`config.mk`:
```
export PLATFORM = sky130hd
export DESIGN_NAME = dmem_port_arbiter
export DESIGN_NICKNAME = d
export VERILOG_FILES = /design/src/rtl/dmem_port_arbiter_pkg.sv /design/src/rtl/dmem_port_arbiter.sv
export SDC_FILE = /design/constraint.sdc
export NUM_CORES = 1
export LEC_CHECK = 0
export BUFFER_PORTS_ARGS = -buffer_cell sky130_fd_sc_hd__buf_2
export CAP_MARGIN = 5
export CORE_MARGIN = 1.5
export CORE_UTILIZATION = 30
export CTS_BUF_LIST = sky130_fd_sc_hd__clkbuf_2 sky130_fd_sc_hd__clkbuf_4 sky130_fd_sc_hd__clkbuf_8
export DETAILED_ROUTE_END_ITERATION = 8
export PLACE_DENSITY = 0.84
export SYNTH_ARGS = -nofsm -noshare
export SYNTH_HDL_FRONTEND = slang
export SYNTH_SLANG_ARGS = --single-unit
export TNS_END_PERCENT = 10
```
`constraint.sdc`:
```
create_clock -name clk_i -period 2.2 [get_ports clk_i]
set_clock_uncertainty 0.15 [all_clocks]
set_input_delay 0.22 -clock clk_i [delete_from_list [all_inputs] [get_ports clk_i]]
set_output_delay 0.22 -clock clk_i [all_outputs]
set_load 0.05 [all_outputs]
```
`src/rtl/dmem_port_arbiter_pkg.sv`:
```
// rtl/dmem_port_arbiter_pkg.sv - shared types and defaults for the data-memory port arbiter
package dmem_port_arbiter_pkg;

    localparam int DMEM_WORD_W       = 16;
    localparam int DMEM_MASK_W       = DMEM_WORD_W / 8;
    localparam int DMEM_STARVE_LIMIT = 4;

    typedef struct packed {
        logic                   w;
        logic [DMEM_WORD_W-1:0] addr;
        logic [DMEM_WORD_W-1:0] wdata;
        logic [DMEM_MASK_W-1:0] wmask;
    } dmem_req_t;

endpackage

```
`src/rtl/dmem_port_arbiter.sv`:
```
// rtl/dmem_port_arbiter.sv - shares the data-memory port between LSU loads and store-buffer drains
module dmem_port_arbiter
    import dmem_port_arbiter_pkg::*;
#(
    parameter int WORD_SIZE_P  = DMEM_WORD_W,
    parameter int MASK_W       = WORD_SIZE_P / 8,
    parameter int ROB_ENTRY    = 8,
    parameter int TAG_W        = $clog2(ROB_ENTRY),
    parameter int STARVE_LIMIT = DMEM_STARVE_LIMIT
) (
    input  logic                   clk_i,
    input  logic                   reset_i,
    input  logic                   ld_v_i,
    input  logic [WORD_SIZE_P-1:0] ld_addr_i,
    input  logic [TAG_W-1:0]       ld_tag_i,
    output logic                   ld_ready_o,
    output logic                   ld_resp_v_o,
    output logic [TAG_W-1:0]       ld_resp_tag_o,
    output logic [WORD_SIZE_P-1:0] ld_resp_data_o,
    input  logic                   st_v_i,
    input  logic [WORD_SIZE_P-1:0] st_addr_i,
    input  logic [WORD_SIZE_P-1:0] st_data_i,
    input  logic [MASK_W-1:0]      st_mask_i,
    input  logic                   st_urgent_i,
    output logic                   st_ready_o,
    input  logic                   mispredict_i,
    output logic                   mem_v_o,
    output logic                   mem_w_o,
    output logic [WORD_SIZE_P-1:0] mem_addr_o,
    output logic [WORD_SIZE_P-1:0] mem_wdata_o,
    output logic [MASK_W-1:0]      mem_wmask_o,
    input  logic                   mem_ready_i,
    input  logic [WORD_SIZE_P-1:0] mem_rdata_i
);

    localparam int              CNT_W   = $clog2(STARVE_LIMIT + 1);
    localparam logic [CNT_W-1:0] CNT_MAX = CNT_W'(STARVE_LIMIT);

    logic [CNT_W-1:0] starve_cnt;
    logic             rd_pend;
    logic             rd_kill;
    logic [TAG_W-1:0] rd_tag;

    logic      ld_eff;
    logic      store_sel;
    logic      load_sel;
    logic      ld_acc;
    logic      st_acc;
    dmem_req_t req;

    // Stores win when no live load competes, when the SB is full, or when they have lost too often.
    always_comb begin
        ld_eff    = ld_v_i & ~mispredict_i;
        store_sel = st_v_i & (~ld_eff | st_urgent_i | (starve_cnt == CNT_MAX));
        load_sel  = ld_eff & ~store_sel;
        st_acc    = ~reset_i & store_sel & mem_ready_i;
        ld_acc    = ~reset_i & load_sel & mem_ready_i;

        req = '0;
        if (store_sel) begin
            req.w     = 1'b1;
            req.addr  = st_addr_i;
            req.wdata = st_data_i;
            req.wmask = st_mask_i;
        end else if (load_sel) begin
            req.addr = ld_addr_i;
        end
    end

    assign mem_v_o     = ~reset_i & (store_sel | load_sel);
    assign mem_w_o     = ~reset_i & req.w;
    assign mem_addr_o  = reset_i ? '0 : req.addr;
    assign mem_wdata_o = reset_i ? '0 : req.wdata;
    assign mem_wmask_o = reset_i ? '0 : req.wmask;
    assign ld_ready_o  = ld_acc;
    assign st_ready_o  = st_acc;

    // Read data comes straight from memory one cycle after acceptance; only the tag is registered.
    assign ld_resp_v_o    = ~reset_i & rd_pend & ~mispredict_i & ~rd_kill;
    assign ld_resp_tag_o  = reset_i ? '0 : rd_tag;
    assign ld_resp_data_o = reset_i ? '0 : mem_rdata_i;

    always_ff @(posedge clk_i) begin
        if (reset_i) begin
            rd_pend    <= 1'b0;
            rd_kill    <= 1'b0;
            rd_tag     <= '0;
            starve_cnt <= '0;
        end else begin
            rd_pend <= ld_acc;
            rd_kill <= ld_acc & mispredict_i;
            if (ld_acc) begin
                rd_tag <= ld_tag_i;
            end
            if (st_acc) begin
                starve_cnt <= '0;
            end else if (ld_acc && st_v_i && starve_cnt != CNT_MAX) begin
                starve_cnt <= starve_cnt + 1'b1;
            end
        end
    end

    // The grant rule never accepts a load under mispredict, so a killed pending read is a bug.
    assert property (@(posedge clk_i) disable iff (reset_i) !(rd_pend && rd_kill));

endmodule

```
==> results of run 1 <==
==> cell families (layout without fill, tap and decap cells) <==
group           count (synthesis)  after routing
mux                             3              3
compound gates                 26             26
fa+ha+maj                       2              2
other cells                     1              1
flops                           8              8
buf+inv                        14            145
simple gates                   68             68
==> final timing paths <==
check	startpoint	endpoint	slack [ns]
hold / removal	ld_tag_i[0]	rd_tag[0]	0.05
hold reg to reg	starve_cnt[2]	starve_cnt[2]	0.36
setup reg to reg	starve_cnt[0]	rd_tag[0]	0.34
setup / recovery	starve_cnt[0]	mem_addr_o[10]	0.09
==> sequential cells by signal (all words and copies together) (netlist names) <==
name / count
starve_cnt: 3
rd_tag: 3
rd_kill: 1
rd_pend: 1
==> metrics by stage <==
stage	utilization [%]	worst slack (ns)	TNS [ns]
finish	61.1	0.0918	0
global route	61.1	0.000418	0
global placement	55.2	0.186	0
floorplan	-	-0.152	-0.456
detailed placement	55.2	0.106	0
CTS	59.3	-0.00642	-0.00642
==> metal layers <==
| metal | part of all wire, % | GRT usage (%) | vias to the layer above |
|---|---|---|---|
| met4 | 0.83 | 4.76 | 0 |
| met1 | 38 | 19.4 | 614 |
| met2 | 53 | 31.6 | 68 |
| met5 | 0 | 0 | - |
| met3 | 8.0 | 1.75 | 4 |
| li1 | - | - | 694 |
==> power groups by stage <==
stage	Clock (mW)	Combinational, mW	Sequential (mW)
after global placement	0	0.390	0.153
after detailed placement	0	0.394	0.153
after CTS	0.117	0.420	0.150
final	0.110	0.428	0.150
after floorplan	0	0.268	0.152
after global routing	0.122	0.454	0.150
==> layout make-up <==
cell class	count	area (sq um)	area share (%)
Timing Repair Buffer	138	846	45.3
Multi-Input combinational cell	100	766	41.0
Sequential cell	8	163	8.71
Tap cell	44	55.1	2.95
Clock buffer	3	22.5	1.21
Inverter	4	15.0	0.804
==> what timing repair did <==
item,in CTS,in global routing
endpoints found under the setup margin,17,33
pin swaps,1,2
gates cloned,0,1
gates resized for setup,34,9
==> placed cells by master, fill, tap and decap left out, drive strengths merged, types with 2 or more instances in the layout <==
cell     netlist  layout
buf            4     133
nor2b         36      36
and2          19      19
a32o          16      16
clkbuf         6       8
dfxtp          8       8
inv            4       4
nand2          4       4
mux2           3       3
a21oi          3       3
o21ai          2       2
nor3b          2       2
a2111oi        2       2
ha             2       2
==> metrics.txt, run 1 <==
result of the run complete, no violations; Worst Path Class, Setup flop to primary output; full die area approximately 3500 sq um; buffers plus inverters on the worst setup path 3; CP endpoint kind primary output; VDD IR max around 290 uV; initial core utilization between 30% and 40%; most frequently used cell type in the post-synthesis netlist sky130_fd_sc_hd__nor2b_1; later-pin clock latency in the skew report roughly 0.25 ns; number of warnings reported in the yosys synthesis log 0; Placer Congestion approximately 0.68; First DRT Iteration DRCs 50; proportion of power drawn by the clock network ~16%; main combinational cell family by area after synthesis simple AND/OR/NAND/NOR gates; maximum buffer depth of the clock tree 2; Main synth FF type sky130_fd_sc_hd__dfxtp_1; number of unique standard cell types used by synthesis 29; proportion of layout cells with a drive suffix above 1 slightly above 60%; CTS tree yes; share of the clock period used by the worst path after layout 95.8%; top area cells in the synthesized netlist sky130_fd_sc_hd__nor2b_1, sky130_fd_sc_hd__a32o_1, sky130_fd_sc_hd__dfxtp_1; relative contribution of sequential cells to total power between 20% and 30%; maximum clock frequency 474 MHz; DR vias/cell about 4.6; Mapped Nets 200; Max FO, Critical Path 8; wire length per cell after detailed routing about 12 microns; number of failing hold endpoints at the final stage 0; residual antenna-violating net count after detailed routing 0; area added between synthesis and finish 94.8%; number of H-tree levels 1; power per standard cell area approximately 370 nW/um^2; cell chain of the critical path inv_1 -> ha_2 -> a21o_4 -> a21oi_4 -> clkbuf_16 -> a32o_1 -> buf_6; Inserted Clock Buffers 3; Synth Area in Simple Gates 44.6%; clock-pin slew on the worst setup and hold paths ~0.050 ns; row cnt 20; library cell contributing the largest single delay on the critical path sky130_fd_sc_hd__dfxtp_2; number of enable flip-flop cells after synthesis 0; Mapped Cells 122; final routed wirelength across all metal layers between 3 and 4 mm; logic depth of the worst setup path including buffers 7; maximum number of pins on one net before global-route repair 32; clock root cell sky130_fd_sc_hd__clkbuf_4; setup repair after global routing missed its margin false; power spent charging and discharging nets approximately 0.32 mW; placed inst area about 1700 sq um; stage delay of the slowest cell on the critical path 0.34 ns; number of cells traversed by the worst register-to-register path 5; global routing usage summed across all routing layers between 10% and 20%; hpwl dp 2.59 mm; final number of max-transition violations 0; number of antenna violations at the first check in global routing 0; Max-Cap Viols 0; total standard cell area after synthesis between 900 and 1000 sq um; first-pass GRT wire length ~4.7 mm; CTS sink cnt 8; Internal 0.367 mW; Min Clock Period, post-route 2.11 ns; Cells after DPL roughly 290; core area 3050 sq um; fraction of registers with async set/reset 0%; # DRC 0; Switching Share between 40% and 50%; finished layout cell area ~1900 sq um; leak pwr ~1 nW; die outline height 59.5 microns; Post-Synth Adder-Cell Area around 2.6%; detailed-routing iteration count for the pre-antenna-repair pass 4; post-synthesis area per instance a little under 8 sq um; post-synth top area share 23.5%; complex-gate fraction of the synthesized area 26.0%; post-synthesis xor/xnor area fraction 0%; category of cells accounting for the largest share of critical-path delay compound AO/OA/AOI/OAI gates; vias after detailed routing around 1400; instance count along the most critical hold path 2; count of input and output buffers approximately 130; type of the tightest min-delay check input port to flop; number of hold buffers added after CTS 0; global route overflow 0; data arrival time of the worst path around 1.7 ns; sequential fraction of the synthesis area between 10% and 20%; number of inserted filler cells in the final layout around 300; multiplexer fraction of the synthesized cell area 3.52%; count of pins on the block boundary ~130; cell type contributing the most total cell area after synthesis sky130_fd_sc_hd__nor2b_1; number of nets in the finished design between 300 and 400; flops & latches, synth 8; chip width 59.5 microns; number of inserted diodes 0; number of setup violations in the final report 0; Tot Pwr between 0.6 and 0.7 mW; non-filler instance count after layout 297; top cells by instance count after synthesis sky130_fd_sc_hd__nor2b_1, sky130_fd_sc_hd__and2_1, sky130_fd_sc_hd__a32o_1, sky130_fd_sc_hd__dfxtp_1, sky130_fd_sc_hd__clkbuf_1; combinational share of power 62.2%; startpoint kind of the worst setup timing path flop; hold slack a little under 0.05 ns; number of global-route vias before repair ~1100; critical path data required time 1.83 ns; Post-CTS Repair Setup Buffers 0
Note: power is estimated with default switching activity, not from simulation.
==> run 2: changes to the inputs <==
- CORE_UTILIZATION: 30 -> 31
- HOLD_SLACK_MARGIN: unset -> 0.03
- PLACE_DENSITY: 0.84 -> 0.86
==> metrics.txt, run 2 (synthesized netlist as in run 1, its figures left out) <==
wire length per cell after detailed routing about 12 microns; vias after detailed routing roughly 1400; first-pass GRT wire length about 4.8 mm; number of antenna violations at the first check in global routing 0; leak pwr between 1 and 1.5 nW; startpoint kind of the worst setup timing path flop; share of the clock period used by the worst path after layout a little over nine tenths; maximum clock frequency approximately 470 MHz; Max FO, Critical Path 8; Cells after DPL about 280; category of cells accounting for the largest share of critical-path delay compound AO/OA/AOI/OAI gates; residual antenna-violating net count after detailed routing 0; chip width between 50 and 60 microns; hpwl dp 2.72 mm; largest registers in the final layout rd_tag (3), starve_cnt (3); setup repair after global routing missed its margin false; CP endpoint kind primary output; number of setup violations in the final report 0; CTS tree yes; multi-input combinational cell area just under 800 sq um; count of input and output buffers ~130; Reg area between 150 and 200 sq um; CTS sink cnt 8; number of nets in the finished design 334; core area approximately 2900 sq um; Worst Path Class, Setup flop to primary output; data arrival time of the worst path roughly 1.8 ns; # DRC 0; clock root cell sky130_fd_sc_hd__clkbuf_4; detailed-routing iteration count for the pre-antenna-repair pass 4; power per standard cell area around 370 nW/um^2; Placer Congestion 0.761; proportion of layout cells with a drive suffix above 1 between 60% and 70%; result of the run complete, no violations; global routing usage summed across all routing layers about 17%; DR vias/cell between 4 and 5; Max-Cap Viols 0; full die area between 3000 and 4000 sq um; highest-count cells in the layout ignoring fill and taps sky130_fd_sc_hd__buf_2, sky130_fd_sc_hd__nor2b_1, sky130_fd_sc_hd__and2_1; final routed wirelength across all metal layers approximately 3.5 mm; buffers plus inverters on the worst setup path 3; most common library cell in the layout ignoring fill and taps sky130_fd_sc_hd__buf_2; later-pin clock latency in the skew report roughly 0.25 ns; maximum number of pins on one net before global-route repair 35; row cnt 19; number of global-route vias before repair 1172; Min Clock Period, post-route around 2.1 ns; Inserted Clock Buffers 3; library cell contributing the largest single delay on the critical path sky130_fd_sc_hd__dfxtp_2; stage delay of the slowest cell on the critical path 0.35 ns; finished layout cell area 1840 sq um; number of H-tree levels 1; maximum buffer depth of the clock tree 2; die outline height roughly 59 microns; First DRT Iteration DRCs 70; number of inserted diodes 0; area added between synthesis and finish 92.3%; critical path data required time ~1.8 ns; number of failing hold endpoints at the final stage 0; placed inst area 1680 sq um; clock-pin slew on the worst setup and hold paths approximately 0.060 ns; global route overflow 0; non-filler instance count after layout 285; final number of max-transition violations 0; Post-CTS Repair Setup Buffers 0; initial core utilization approximately a third; type of the tightest min-delay check input port to flop; number of hold buffers added after CTS 0; VDD IR max between 300 and 400 uV; number of inserted filler cells in the final layout 263; count of pins on the block boundary between 100 and 150; cell chain of the critical path inv_2 -> ha_4 -> a21o_4 -> a21oi_4 -> clkbuf_16 -> a32o_1 -> buf_6
==> run 2: changes by cell type in the layout (fill, tap and decap cells not counted), sizes merged <==
cell / previous run / this run
buf: 133 / 138
clkbuf: 8 / 4
==> run 2: where the power goes <==
part | leakage (nW) | internal [mW] | switching (mW)
Combinational | 0.922 | 0.154 | 0.271
Clock | 0.0138 | 0.0625 | 0.0513
Sequential | 0.0661 | 0.148 | 0.00126
Total | 1.00 | 0.365 | 0.324
==> run 2: what timing repair did <==
item                                    4_1_cts  5_1_grt
gates cloned                                  0        1
gates resized for setup                      21       19
pin swaps                                     3        4
endpoints found under the setup margin       17       17
==> run 2: stage by stage <==
stage | power [mW] | hold slack, ns | setup WS [ns] | utilization [%] | TNS [ns]
final | 0.688 | 0.0500 | 0.0680 | 64.6 | 0
after global routing | 0.720 | 0.0521 | 0.0117 | 64.6 | 0
after CTS | 0.675 | 0.0406 | 0.00728 | 61.5 | 0
after detailed placement | 0.549 | 0.304 | 0.136 | 58.7 | 0
after global placement | 0.544 | 0.295 | 0.175 | 58.7 | 0
after floorplan | 0.421 | 0.187 | -0.152 | - | -0.456
==> run 2: final cells by class <==
| cell class | count | area share, % |
|---|---|---|
| clock buffer | 3 | 1.22 |
| timing repair buffer | 139 | 44.7 |
| inverter | 4 | 0.815 |
| sequential | 8 | 8.83 |
| multi-input combinational | 100 | 42.3 |
| tap | 31 | 2.10 |
==> run 2: worst register-to-register path, cell delays in order, from the launching register on <==
cell	delay [ns]
sky130_fd_sc_hd__dfxtp_2	0.35
sky130_fd_sc_hd__inv_2	0.05
sky130_fd_sc_hd__ha_4	0.16
sky130_fd_sc_hd__a21o_4	0.23
sky130_fd_sc_hd__a2111oi_4	0.43
sky130_fd_sc_hd__mux2_2	0.39
==> run 2: per-layer routing <==
metal  up-vias  wire length (microns)  track usage, %
li1        694                      -               -
met1       609                   1390            18.3
met2        71                   1860            35.2
met3         2                    260            1.98
met4         0                     23            4.22
met5         -                      0               0
==> run 2: worst paths after layout <==
path,start,endpoint,slack (ns),cells past startpoint
worst max-delay path,starve_cnt[0],mem_addr_o[5],0.07,7
worst min-delay path,ld_tag_i[2],rd_tag[2],0.05,2
worst max register to register,starve_cnt[0],rd_tag[2],0.34,5
worst min register to register,starve_cnt[2],starve_cnt[2],0.37,2
